<file path="config.mk">
export PLATFORM = sky130hd
export DESIGN_NAME = ped_request_conditioner
export DESIGN_NICKNAME = d
export VERILOG_FILES = /design/src/rtl/traffic_pkg.sv /design/src/rtl/ped_request_conditioner_debouncer.sv /design/src/rtl/ped_request_conditioner.sv
export SDC_FILE = /design/constraint.sdc
export NUM_CORES = 1
export LEC_CHECK = 0
export CAP_MARGIN = 20
export CORE_AREA = 2 2 63 65
export DETAILED_ROUTE_END_ITERATION = 8
export DIE_AREA = 0 0 65 67
export GPL_ROUTABILITY_DRIVEN = 0
export PLACE_DENSITY_LB_ADDON = 0.05
export SLEW_MARGIN = 20
export SYNTH_ARGS = -nofsm -noshare
export SYNTH_HDL_FRONTEND = slang
export SYNTH_SLANG_ARGS = --single-unit
export TNS_END_PERCENT = 100
</file>
<file path="constraint.sdc">
create_clock -name clk -period 1.6 [get_ports clk]
set_clock_uncertainty 0.15 [all_clocks]
set_input_delay 0.16 -clock clk [delete_from_list [all_inputs] [get_ports clk]]
set_output_delay 0.16 -clock clk [all_outputs]
set_load 0.05 [all_outputs]
</file>
<file path="src/rtl/traffic_pkg.sv">
// traffic_pkg
//   Shared definitions for the traffic-lights controller and its pedestrian
//   request front end.
//   - req_state_e : request FSM encodings (IDLE=0, REQ=1, SERVE=2, COOL=3)
//   - DEBOUNCE_CYCLES / COOLDOWN_CYCLES : default timing constants
//   - ctrl_mode_e : controller mode encodings; MODE0 is the pedestrian
//                   (all-lights-off) phase
//   - cnt_width() : width of a counter that must hold 0..n (never below 1)
package traffic_pkg;

    typedef enum logic [1:0] {
        ST_IDLE  = 2'd0,
        ST_REQ   = 2'd1,
        ST_SERVE = 2'd2,
        ST_COOL  = 2'd3
    } req_state_e;

    localparam int DEBOUNCE_CYCLES = 4;
    localparam int COOLDOWN_CYCLES = 30;

    typedef enum logic [1:0] {
        MODE0 = 2'd0,
        MODE1 = 2'd1,
        MODE2 = 2'd2,
        MODE3 = 2'd3
    } ctrl_mode_e;

    function automatic logic is_ped_phase(input ctrl_mode_e mode);
        return mode == MODE0;
    endfunction

    function automatic int cnt_width(input int n);
        return (n < 1) ? 1 : $clog2(n + 1);
    endfunction

endpackage

</file>
<file path="src/rtl/ped_request_conditioner_debouncer.sv">
// button_debouncer
//   Two-flop synchroniser followed by a debounce counter. The debounced level
//   only follows the synchronised input after it has differed for
//   DEBOUNCE_CYCLES consecutive cycles; a registered one-cycle pulse marks
//   each 0->1 change of the debounced level.
//   Ports:
//     clk        in  system clock
//     reset      in  asynchronous, active-high reset
//     btn_raw_i  in  raw push-button (asynchronous, may bounce)
//     press_p_o  out one-cycle pulse on an accepted press
module button_debouncer
    import traffic_pkg::*;
#(
    parameter int DEBOUNCE_CYCLES = traffic_pkg::DEBOUNCE_CYCLES
) (
    input  logic clk,
    input  logic reset,
    input  logic btn_raw_i,
    output logic press_p_o
);

    localparam int DB_W = cnt_width(DEBOUNCE_CYCLES);
    localparam logic [DB_W-1:0] DB_LAST = DB_W'(DEBOUNCE_CYCLES - 1);
    localparam logic [DB_W-1:0] DB_ONE  = DB_W'(1);

    logic            s1_q;
    logic            btn_s_q;
    logic            db_lvl_q, db_lvl_d;
    logic            press_q, press_d;
    logic [DB_W-1:0] db_cnt_q, db_cnt_d;

    // The counter runs only while the synchronised input disagrees with the
    // debounced level; any agreement restarts the stability window.
    always_comb begin
        db_lvl_d = db_lvl_q;
        db_cnt_d = '0;
        press_d  = 1'b0;
        if (btn_s_q != db_lvl_q) begin
            if (db_cnt_q == DB_LAST) begin
                db_lvl_d = btn_s_q;
                press_d  = btn_s_q;
            end else begin
                db_cnt_d = db_cnt_q + DB_ONE;
            end
        end
    end

    always_ff @(posedge clk or posedge reset) begin
        if (reset) begin
            s1_q     <= 1'b0;
            btn_s_q  <= 1'b0;
            db_lvl_q <= 1'b0;
            db_cnt_q <= '0;
            press_q  <= 1'b0;
        end else begin
            s1_q     <= btn_raw_i;
            btn_s_q  <= s1_q;
            db_lvl_q <= db_lvl_d;
            db_cnt_q <= db_cnt_d;
            press_q  <= press_d;
        end
    end

    assign press_p_o = press_q;

endmodule

</file>
<file path="src/rtl/ped_request_conditioner.sv">
// ped_request_conditioner
//   Turns the raw pedestrian push-button into a held request level for the
//   traffic-lights controller. A debounced press latches one request, held
//   until the controller's pedestrian phase is seen; after that phase ends a
//   cooldown window ignores further presses.
//   Ports:
//     clk          in   system clock
//     reset        in   asynchronous, active-high reset
//     btn_raw      in   raw push-button (asynchronous, may bounce)
//     ped_phase    in   controller is in its pedestrian (all-lights-off) phase
//     button       out  request level to the controller
//     busy         out  request FSM is not idle
//     press_count  out  accepted requests, saturating
//
//   state | meaning
//   IDLE  | no request; a press pulse is accepted and counted
//   REQ   | request held to the controller; extra presses merge
//   SERVE | pedestrian phase in progress; waiting for it to end
//   COOL  | cooldown after service; presses dropped
module ped_request_conditioner
    import traffic_pkg::*;
#(
    parameter int DEBOUNCE_CYCLES = traffic_pkg::DEBOUNCE_CYCLES,
    parameter int COOLDOWN_CYCLES = traffic_pkg::COOLDOWN_CYCLES,
    parameter int CNT_W           = 8
) (
    input  logic             clk,
    input  logic             reset,
    input  logic             btn_raw,
    input  logic             ped_phase,
    output logic             button,
    output logic             busy,
    output logic [CNT_W-1:0] press_count
);

    localparam int CL_W = cnt_width(COOLDOWN_CYCLES);
    localparam logic [CL_W-1:0] COOL_LOAD = CL_W'(COOLDOWN_CYCLES);
    localparam logic [CL_W-1:0] COOL_ONE  = CL_W'(1);

    req_state_e       state_q, state_d;
    logic [CL_W-1:0]  cool_cnt_q, cool_cnt_d;
    logic [CNT_W-1:0] count_q, count_d;
    logic             button_q, button_d;
    logic             press_p;

    button_debouncer #(
        .DEBOUNCE_CYCLES(DEBOUNCE_CYCLES)
    ) u_debouncer (
        .clk       (clk),
        .reset     (reset),
        .btn_raw_i (btn_raw),
        .press_p_o (press_p)
    );

    always_comb begin
        state_d    = state_q;
        cool_cnt_d = cool_cnt_q;
        count_d    = count_q;
        case (state_q)
            ST_IDLE: begin
                if (press_p) begin
                    state_d = ST_REQ;
                    if (count_q != '1) begin
                        count_d = count_q + CNT_W'(1);
                    end
                end
            end
            ST_REQ: begin
                if (ped_phase) begin
                    state_d = ST_SERVE;
                end
            end
            ST_SERVE: begin
                if (!ped_phase) begin
                    if (COOLDOWN_CYCLES == 0) begin
                        state_d = ST_IDLE;
                    end else begin
                        state_d    = ST_COOL;
                        cool_cnt_d = COOL_LOAD;
                    end
                end
            end
            ST_COOL: begin
                // Exit on the count of one so COOL spans exactly the loaded number of cycles.
                if (cool_cnt_q == COOL_ONE) begin
                    state_d    = ST_IDLE;
                    cool_cnt_d = '0;
                end else begin
                    cool_cnt_d = cool_cnt_q - COOL_ONE;
                end
            end
            default: state_d = ST_IDLE;
        endcase
        // Registered so the controller sees a glitch-free request level.
        button_d = (state_d == ST_REQ);
    end

    always_ff @(posedge clk or posedge reset) begin
        if (reset) begin
            state_q    <= ST_IDLE;
            cool_cnt_q <= '0;
            count_q    <= '0;
            button_q   <= 1'b0;
        end else begin
            state_q    <= state_d;
            cool_cnt_q <= cool_cnt_d;
            count_q    <= count_d;
            button_q   <= button_d;
        end
    end

    assign button      = button_q;
    assign busy        = (state_q != ST_IDLE);
    assign press_count = count_q;

endmodule

</file>
# Word level (Yosys, flattened, before mapping)
# Cells that the tools add are included.
# Widths: inputs -> output; s select.
# word_totals
regBits	23
wordCells	39
out_inout_bits	10
input_bits	4
# classes
mux	12
add_sub_neg	3
n_eq_ne	9
n_reduce_logical	6
# ops
cell	n
$mux 5	2
$pmux 5 s2	1
$add 8x1->8 const B	1
$mux 2	4
$ne 8x8->1 const B	1
$pmux 2 s4	1
$mux 3	2
$eq 5x1->1 const B	1
$sub 5x1->5 const B	1
$eq 2x1->1 const B	2
$eq 2x2->1 const B	2
$reduce_and 2->1	2
$reduce_bool 2->1	2
$add 3x1->3 const B	1
$eq 3x2->1 const B	1
$reduce_and 3->1	1
$logic_not 2->1	1
$mux 1	2
$ne 2x2->1 const B	1
$ne 1x1->1	1

# Logic depth before layout (Yosys ltp)
# Gate-level depths: netlist (run 1).
# logic_depth
ltp_word	4
ltp_mapped	6
mapped_depth_nobuf	6

# By module
# Synthesis (run 1) repeated with hierarchy kept, for this count alone.
# unflattened
cells_unflattened	102
area_unflattened_um2	1107.3
# modules_own_cells
mod	instances	seq_area_each_um2	cells_each	area_each_um2
ped_request_conditioner	1	400.4	86	847.1
button_debouncer	1	175.2	16	260.2

# Worst setup path after synthesis (run 1)
# Ideal clock, no wire load.
# synth_timing
path_type	reg-to-reg
startpoint	register count_q[3], in the netlist press_count[3]
endpoint	register count_q[1], in the netlist press_count[1]
setup_time_ns	0.125
slack_ns	-0.284
required_time_ns	1.325
t_arrival_ns	1.609
period_less_slack_ns	1.884
n_path_buf	0
stages_incl_launch_ff	5
path_cell_list	dfrtp_1 > and3_1 > nand3_1 > o21ai_2 > mux2_2
# synth_between
elab_chain_len	2
# synth_rtl
element	line_no	rtl
from (decl)	ped_request_conditioner.sv:42	logic [CNT_W-1:0] count_q, count_d;
from (signal assigned)	ped_request_conditioner.sv:107	count_q <= count_d;
$ne 8x8->1	ped_request_conditioner.sv:63	if (count_q != '1) begin
$reduce_and 3->1 (no line)	n/a	
# Every way passes these cells.
# A chain may end at the register's enable or synchronous reset.

# Worst setup path after layout (run 1)
# layout_timing
startpoint	register cool_cnt_q[0]
endpoint	register cool_cnt_q[3]
# layout_between
elab_chain_len	3
elab_cells_between_ends	4
classes_between	add/sub (1); eq/ne (1); mux (2)
# layout_rtl
element	line_no	rtl
from (decl)	ped_request_conditioner.sv:41	logic [CL_W-1:0] cool_cnt_q, cool_cnt_d;
from (signal assigned)	ped_request_conditioner.sv:106	cool_cnt_q <= cool_cnt_d;
$sub 5x1->5 / $eq 5x1->1 (equally long branches)	ped_request_conditioner.sv:89, ped_request_conditioner.sv:85	
$mux 5 *	ped_request_conditioner.sv:85	if (cool_cnt_q == COOL_ONE) begin
$pmux 5 s2 *	ped_request_conditioner.sv:59	case (state_q)
# Every way passes the cells marked *; elsewhere a longest branch is shown, timed or not.

==> flow_summary.yaml, run 1 <==
status:
  status: "completed"
logic_synthesis:
  synth_seq_cells: 23
  synth_warnings: 0
  synthArstFlopShare_pct: 100
  syn_area_um2: 1050
  synthCells: 94
  synth_area_per_cell_um2: 11.1
  synth_seq_area_share_pct: 55.0
  synth_edf_count: 0
  syn-num-nets: 102
  synthFlopType: "dfrtp_1"
  yosys.cell_types.count: 33
global_route:
  grt_pass1_vias: 798
  track_usage_pct: 10.9
  grt_max_degree: 24
  grt_first_pass_wirelength_um: 3550
  antenna_found_initial: 0
  overflow: 0
die:
  chipHeight_um: 67
  start_util_pct: 29.0
  die-area_um2: 4360
  rows: 22
  core_um2: 3610
  pin_count: 14
  die_w_um: 65
timing:
  timing.final.crit_share_pct: 99.6
  hold_slack_ps: 82.2
  worstMarginPinSlew_ps: 295
  setup_tns_ps: 0
  rsz0062_at_grt: "true"
  setup_ws_ps: 7.04
  setup_viol: 0
  max_freq_mhz: 628
  hold_viol: 0
  period_minus_slack_ps: 1590
  relSlewSlack_pct: 80.1
  slew_violations: 0
clocking:
  clk_pin_slew_worst_paths_ps: 90
  cts-root-buf: "clkbuf_8"
  cts.path.max_buffers: 2
  cts_max_level: 1
  cts_buffers: 3
  cts_tree: "done"
  worstSkewPairLatency_ps: 260
  hold_buffers: 0
  clock-sinks: 23
finish:
  area_growth_pct: 49.1
  final_layout_size_suffix_gt1_share_pct: 41.4
  nets: 137
  fin_util_pct: 43.3
  fillers: 365
  diodes: 0
  stdcell_area_um2: 1560
setup_path:
  r2r-start: "cool_cnt_q[0]"
  cp_slowest_cell: "dfrtp_1"
  critPathArrivalTime_ps: 1640
  worstSetupStartpoint: "cool_cnt_q[0]"
  critPathKind: "reg -> reg"
  critPathMaxFanout: 3
  r2r_end: "cool_cnt_q[3]"
  cp_data_required_time_ps: 1650
  crit_end: "cool_cnt_q[3]"
  cpPeakStageDelay_ps: 420
  crit_chain: "ha_4 -> nor4b_4 -> or2_1 -> or3_1 -> nand3_1"
  startpoint_type: "flip-flop"
  cp-end-kind: "flip-flop"
  r2r_slack_ps: 7
  r2r_cells: 5
pwr:
  power.density_nw_per_um2: 1230
  p_sw_share_pct: 33.8
  p_clk_share_pct: 19.3
  leakagePower_nw: 0.673
  internal-power_mw: 1.27
  p_switching_mw: 0.649
  ir_worst_vdd_v: 0.000682
  share_comb_of_total_power_pct: 37.3
  power_frac_seq_pct: 43.4
run:
  maxCapViolations: 0
detailed_routing:
  drc_errors: 0
  wire_per_inst_um: 11.9
  wl_um: 2090
  via_per_inst: 4.33
  dr.pass1.iters: 4
  drt_iter0_drc: 30
  final_antenna_net_count: 0
  dr_total_vias: 762
placed_design:
  hpwl_um: 1560
  dpl_cell_area_um2: 1440
  portBuffers: 13
  pre_cts_ws_ps: 14.7
hold_path:
  min_path_type: "in -> async"
critical path: cells and delay by family (launching register included):
kind | cells | cell delay (ps)
DFF | 1 | 420
and+or+nand+nor | 4 | 800
adders and majority gates | 1 | 170
flip-flops by register name, summed over array words and instances, names as in the netlist:
name and cells:
press_count 8, cool_cnt_q 5, u_debouncer.db_cnt_q 3, state_q 2, button 1, u_debouncer.btn_s_q 1, u_debouncer.db_lvl_q 1, u_debouncer.press_p_o 1
u_debouncer.s1_q 1
power by group through the flow:
stage                     clock network (mW)  registers [mW]  logic (mW)
final                                  0.370           0.835       0.716
after global placement                     0           0.812       0.637
after global routing                   0.422           0.858       0.783
after floorplan                            0           0.874       0.330
after CTS                              0.389           0.810       0.660
after detailed placement                   0           0.819       0.648
cell usage after synthesis (2+ instances only):
master / instances / share of area [%]
nand2_1: 7 / 2.5
nor2_1: 5 / 1.8
o21bai_1: 2 / 1.4
or3_1: 2 / 1.2
a31oi_1: 2 / 1.2
nor3_1: 2 / 0.96
mux2_2: 3 / 3.2
ha_1: 4 / 4.8
nand3_1: 4 / 1.9
dfrtp_1: 23 / 55
and2_1: 2 / 1.2
nand4_1: 2 / 1.2
o21ai_0: 4 / 1.9
inv_1: 6 / 2.2
nor2b_1: 2 / 1.2
xnor2_1: 4 / 3.3
a21oi_1: 4 / 1.9
stage by stage:
stage                     power, mW  instances
after floorplan                1.20         94
after global placement         1.45        169
after detailed placement       1.47        169
after CTS                      1.86        173
after global routing           2.06        176
final                          1.92        176
cells by family after synthesis:
family,Yosys count,share of synthesized area (%)
AO/OA/AOI/OAI,18,11.6
flip-flops,23,55.0
XOR/XNOR,4,3.34
buffers and inverters,7,3.23
adder cells (fa/ha/maj),4,4.78
multiplexers,4,4.18
AND/OR/NAND/NOR,34,17.9
layout make-up:
type | count | area [µm²] | area share, %
tap | 48 | 60.1 | 3.85
clock inverter | 1 | 7.51 | 0.481
timing repair buffer | 31 | 355 | 22.8
inverter | 6 | 22.5 | 1.44
clock buffer | 3 | 41.3 | 2.64
sequential | 23 | 583 | 37.3
multi-input combinational | 64 | 492 | 31.5
placed cells by master, fill, tap and decap left out, types with 3 or more instances in the layout:
cell type / n
inv_1: 5
buf_12: 8
dfrtp_2: 6
dfrtp_1: 17
nand3_1: 3
nor2_1: 5
clkbuf_8: 3
nand2_1: 7
xnor2_1: 4
clkdlybuf4s50_1: 3
buf_4: 17
a21oi_1: 4
o21ai_0: 4
how the worst min path moves through the flow:
stage | startpoint | to | cells past startpoint
after floorplan | reset | button | 1
after global placement | u_debouncer.s1_q | u_debouncer.btn_s_q | 0
after detailed placement | u_debouncer.s1_q | u_debouncer.btn_s_q | 0
after CTS | reset | u_debouncer.btn_s_q | 3
after global routing | reset | press_count[1] | 3
final | reset | u_debouncer.btn_s_q | 3
routing by layer:
metal | track usage [%] | vias to the layer above | wire, µm
met3 | 2.20 | 2 | 50
met2 | 17.9 | 6 | 999
met1 | 13.5 | 357 | 1010
li1 | - | 397 | -
met5 | 0 | - | 0
met4 | 5.59 | 0 | 22
timing repair:
action	4_1_cts	5_1_grt
endpoints found under the setup margin	2	8
resized for setup	5	6
buffers inserted	0	3
pin swaps	2	5
Power figures use the tool's default switching activity.
==> run 2: changes to the inputs <==
==> constraint.sdc (replaced) <==
create_clock -name clk -period 2 [get_ports clk]
set_clock_uncertainty 0.15 [all_clocks]
set_input_delay 0.2 -clock clk [delete_from_list [all_inputs] [get_ports clk]]
set_output_delay 0.2 -clock clk [all_outputs]
set_load 0.05 [all_outputs]
==> run 2 against run 1 <==
Compared with the run above:
- register-to-register slack gained 290 ps
- critical path depth shrank 4
- non-clock buffer count shrank 16
- die area is the same
- power shrank 30%
- clock power shrank 23%
- via count shrank 9.2%
- global-route usage shrank 0.65 points
- combinational power shrank 46%
- critical path type is now reg -> out
- highest routed layer unchanged
==> flow_summary.yaml, run 2 (synthesized netlist as in run 1, its figures left out) <==
pwr:
  leakagePower_nw: 0.572
  p_clk_share_pct: 21.3
  p_sw_share_pct: 33.2
  internal-power_mw: 0.895
  share_comb_of_total_power_pct: 29.0
  power.density_nw_per_um2: 1040
  power_frac_seq_pct: 49.7
  p_switching_mw: 0.444
  power_mw: 1.34
  ir_worst_vdd_v: 0.000477
hold_path:
  min_path_type: "in -> async"
setup_path:
  crit_chain: "clkdlybuf4s50_1"
  cpPeakStageDelay_ps: 830
  critPathKind: "reg -> out"
  startpoint_type: "flip-flop"
  cpLargestDelayFamily: "buffers and inverters"
  cp_slowest_cell: "clkdlybuf4s50_1"
  critPathMaxFanout: 6
  cp_data_required_time_ps: 1650
  cp-end-kind: "output port"
  critPathArrivalTime_ps: 1530
  cp_num_buf_inv: 1
die:
  rows: 22
  start_util_pct: 29.0
  pin_count: 14
  die-area_um2: 4360
  die_w_um: 65
  core_um2: 3610
  chipHeight_um: 67
global_route:
  grt_pass1_vias: 741
  track_usage_pct: 10.3
  grt_max_degree: 24
  overflow: 0
  grt_first_pass_wirelength_um: 3350
  antenna_found_initial: 0
timing:
  relSlewSlack_pct: 66.2
  hold_viol: 0
  period_minus_slack_ps: 1880
  worstMarginPinSlew_ps: 507
  timing.final.crit_share_pct: 93.8
  slew_violations: 0
  max_freq_mhz: 533
  rsz0062_at_grt: "false"
  setup_viol: 0
  setup_tns_ps: 0
finish:
  final_cell_mix: "dfrtp_1, clkdlybuf4s50_1, nand2_1, inv_1, nor2_1"
  area_growth_pct: 22.9
  largest_reg_flops: 8
  regArea_um2: 576
  fillers: 371
  nets: 121
  final_common_cell: "dfrtp_1"
  multiInputGateArea_um2: 438
  final_layout_size_suffix_gt1_share_pct: 14.3
  diodes: 0
detailed_routing:
  final_antenna_net_count: 0
  drt_iter0_drc: 31
  dr_total_vias: 692
  dr.pass1.iters: 4
  wire_per_inst_um: 11.4
  drc_errors: 0
  via_per_inst: 4.33
  wl_um: 1820
clocking:
  hold_buffers: 0
  cts_tree: "done"
  cts_buffers: 3
  cts_max_level: 1
  post_cts_buffers: 0
  clock-sinks: 23
  clk_pin_slew_worst_paths_ps: 80
  worstSkewPairLatency_ps: 260
  cts.path.max_buffers: 2
  cts-root-buf: "clkbuf_8"
placed_design:
  hpwl_um: 1350
  portBuffers: 13
status:
  status: "completed"
run:
  maxCapViolations: 0
-- run 2: metrics by stage --
step                hold slack [ps]  instance area, µm²  util, %  instances  setup WS, ps
finish                          128                1290     35.7        160           125
CTS                             142                1280     35.6        160          66.1
detailed placement              190                1240     34.4        156           282
global placement                198                1240     34.4        156           300
global route                    173                1290     35.7        160          61.2
floorplan                      51.9                1050        -         94           116
-- run 2: cell type report --
cell class / instances / area share [%]
multi-input cells: 64 / 34.0
clock inverters: 1 / 0.389
clock buffers: 3 / 3.21
flip-flops and latches: 23 / 44.7
repair buffers: 15 / 11.3
inverters: 6 / 1.75
well taps: 48 / 4.66
-- run 2: worst paths after layout --
check	startpoint	to	slack, ps	depth (start not counted)
max	press_count[7]	press_count[7]	120	1
min	reset	press_count[7]	130	3
max reg2reg	cool_cnt_q[0]	cool_cnt_q[3]	300	5
min reg2reg	u_debouncer.s1_q	u_debouncer.btn_s_q	220	0
max in group asynchronous	reset	button	1330	3
min in group clk	u_debouncer.s1_q	u_debouncer.btn_s_q	220	0
-- run 2: routing by layer --
metal	part of all wire [%]	vias to the layer above	GRT usage (%)	routed length [µm]
li1	-	365	-	-
met1	51	315	12.9	935
met2	43	8	16.2	792
met3	3.6	4	3.89	66
met4	1.6	0	3.19	29
met5	0	-	0	0
-- run 2: power groups by stage --
stage | clock (mW) | sequential, mW | combinational (mW)
after floorplan | 0 | 0.697 | 0.262
after global placement | 0 | 0.675 | 0.393
after detailed placement | 0 | 0.676 | 0.392
after CTS | 0.304 | 0.666 | 0.395
after global routing | 0.326 | 0.685 | 0.444
final | 0.286 | 0.665 | 0.388
-- run 2: timing repair --
action                                 CTS  global route
setup endpoints to repair                0             1
gates resized for setup                  0             1
endpoints found under the hold margin    0             0
==> run 3: changes to the inputs <==
--- a/config.mk
+++ b/config.mk
@@ -10,6 +10,7 @@
 export DETAILED_ROUTE_END_ITERATION = 8
 export DIE_AREA = 0 0 65 67
 export GPL_ROUTABILITY_DRIVEN = 0
+export MAX_ROUTING_LAYER = met4
 export PLACE_DENSITY_LB_ADDON = 0.05
 export SLEW_MARGIN = 20
 export SYNTH_ARGS = -nofsm -noshare
==> run 3 against run 2 <==
Compared with the run above:
- combinational power is essentially flat
- worst hold slack gained 0.66 ps
- critical endpoint is now press_count[2]
- final area shrank 0.19%
- setup slack lost 54 ps
- largest cell class unchanged
- routed wire length shrank 0.27%
- clock power is essentially flat
- sequential share of layout area grew 0.087 points
- non-clock buffer count is the same
- global-route usage grew 0.27 points
==> flow_summary.yaml, run 3 (synthesized netlist as in run 1, its figures left out) <==
finish:
  area_growth_pct: 22.7
  final_layout_size_suffix_gt1_share_pct: 14.3
  fin_util_pct: 35.6
  stdcell_area_um2: 1280
  largest_reg_flops: 8
  final_common_cell: "dfrtp_1"
  fillers: 372
  fin_cells: 160
  final_cell_mix: "dfrtp_1, clkdlybuf4s50_1, nand2_1, inv_1, nor2_1"
  nets: 121
  diodes: 0
detailed_routing:
  dr_total_vias: 693
  drc_errors: 0
  via_per_inst: 4.33
  wl_um: 1820
  final_antenna_net_count: 0
  dr.pass1.iters: 4
  wire_per_inst_um: 11.4
  drt_iter0_drc: 34
die:
  die-area_um2: 4360
  pin_count: 14
  die_w_um: 65
  core_um2: 3610
  chipHeight_um: 67
  start_util_pct: 29.0
  rows: 22
placed_design:
  pre_cts_ws_ps: 282
  dpl_cell_area_um2: 1240
  portBuffers: 13
  hpwl_um: 1350
  dp_cells: 156
timing:
  period_minus_slack_ps: 1930
  setup_viol: 0
  worstMarginPinSlew_ps: 509
  setup_ws_ps: 71.1
  slew_violations: 0
  hold_slack_ps: 129
  rsz0062_at_grt: "false"
  timing.final.crit_share_pct: 96.4
  hold_viol: 0
  relSlewSlack_pct: 66.0
  max_freq_mhz: 518
  setup_tns_ps: 0
pwr:
  power_mw: 1.34
  ir_worst_vdd_v: 0.000477
  power.density_nw_per_um2: 1040
  leakagePower_nw: 0.554
status:
  status: "completed"
clocking:
  worstSkewPairLatency_ps: 260
  clk_pin_slew_worst_paths_ps: 80
  hold_buffers: 0
  clock-sinks: 23
  cts.repair.resized: 0
  cts-root-buf: "clkbuf_8"
  cts.path.max_buffers: 2
  cts_buffers: 3
  cts_max_level: 1
  post_cts_buffers: 0
  cts_tree: "done"
global_route:
  grt_first_pass_wirelength_um: 3360
  grt_pass1_vias: 738
  grt_max_degree: 24
  antenna_found_initial: 0
  overflow: 0
  track_usage_pct: 10.5
setup_path:
  critPathMaxFanout: 7
  cp_num_buf_inv: 1
  startpoint_type: "flip-flop"
  cp_data_required_time_ps: 1650
  critPathArrivalTime_ps: 1580
  cpPeakStageDelay_ps: 850
  cpLargestDelayFamily: "buffers and inverters"
  cp_slowest_cell: "clkdlybuf4s50_1"
  crit_chain: "clkdlybuf4s50_1"
  cp-end-kind: "output port"
  critPathKind: "reg -> out"
hold_path:
  min_path_type: "in -> async"
run:
  maxCapViolations: 0
## run 3: changes by cell type in the layout (fill, tap and decap cells not counted)
cell / delta
clkdlybuf4s50_1: +1
dlymetal6s2s_1: -1
## run 3: area by class of cell
cell class,instances,area (µm²),area share [%]
Inverter,6,22.5,1.75
Clock inverter,1,5.00,0.389
Clock buffer,3,41.3,3.21
Sequential cell,23,576,44.8
Multi-Input combinational cell,64,438,34.1
Timing Repair Buffer,15,143,11.1
Tap cell,48,60.1,4.67
## run 3: metal layers
metal	vias up	routed length, µm	track usage [%]
met5	-	0	-
met4	0	25	3.19
met3	4	53	3.55
met2	8	798	16.5
met1	316	941	12.9
li1	365	-	-
## run 3: power by group
| group | internal, mW | switching (mW) |
|---|---|---|
| Clock | 0.139 | 0.146 |
| Combinational | 0.184 | 0.204 |
| Sequential | 0.572 | 0.0934 |
| Total | 0.895 | 0.443 |
## run 3: path summary, 6_finish.rpt
kind                                   from             endpoint  slack (ps)  depth (start not counted)
max                          press_count[2]       press_count[2]          70                          1
min in group clk           u_debouncer.s1_q  u_debouncer.btn_s_q         220                          0
max reg2reg                   cool_cnt_q[0]        cool_cnt_q[3]         300                          5
min reg2reg                u_debouncer.s1_q  u_debouncer.btn_s_q         220                          0
min                                   reset       press_count[7]         130                          3
max in group asynchronous             reset               button        1330                          3
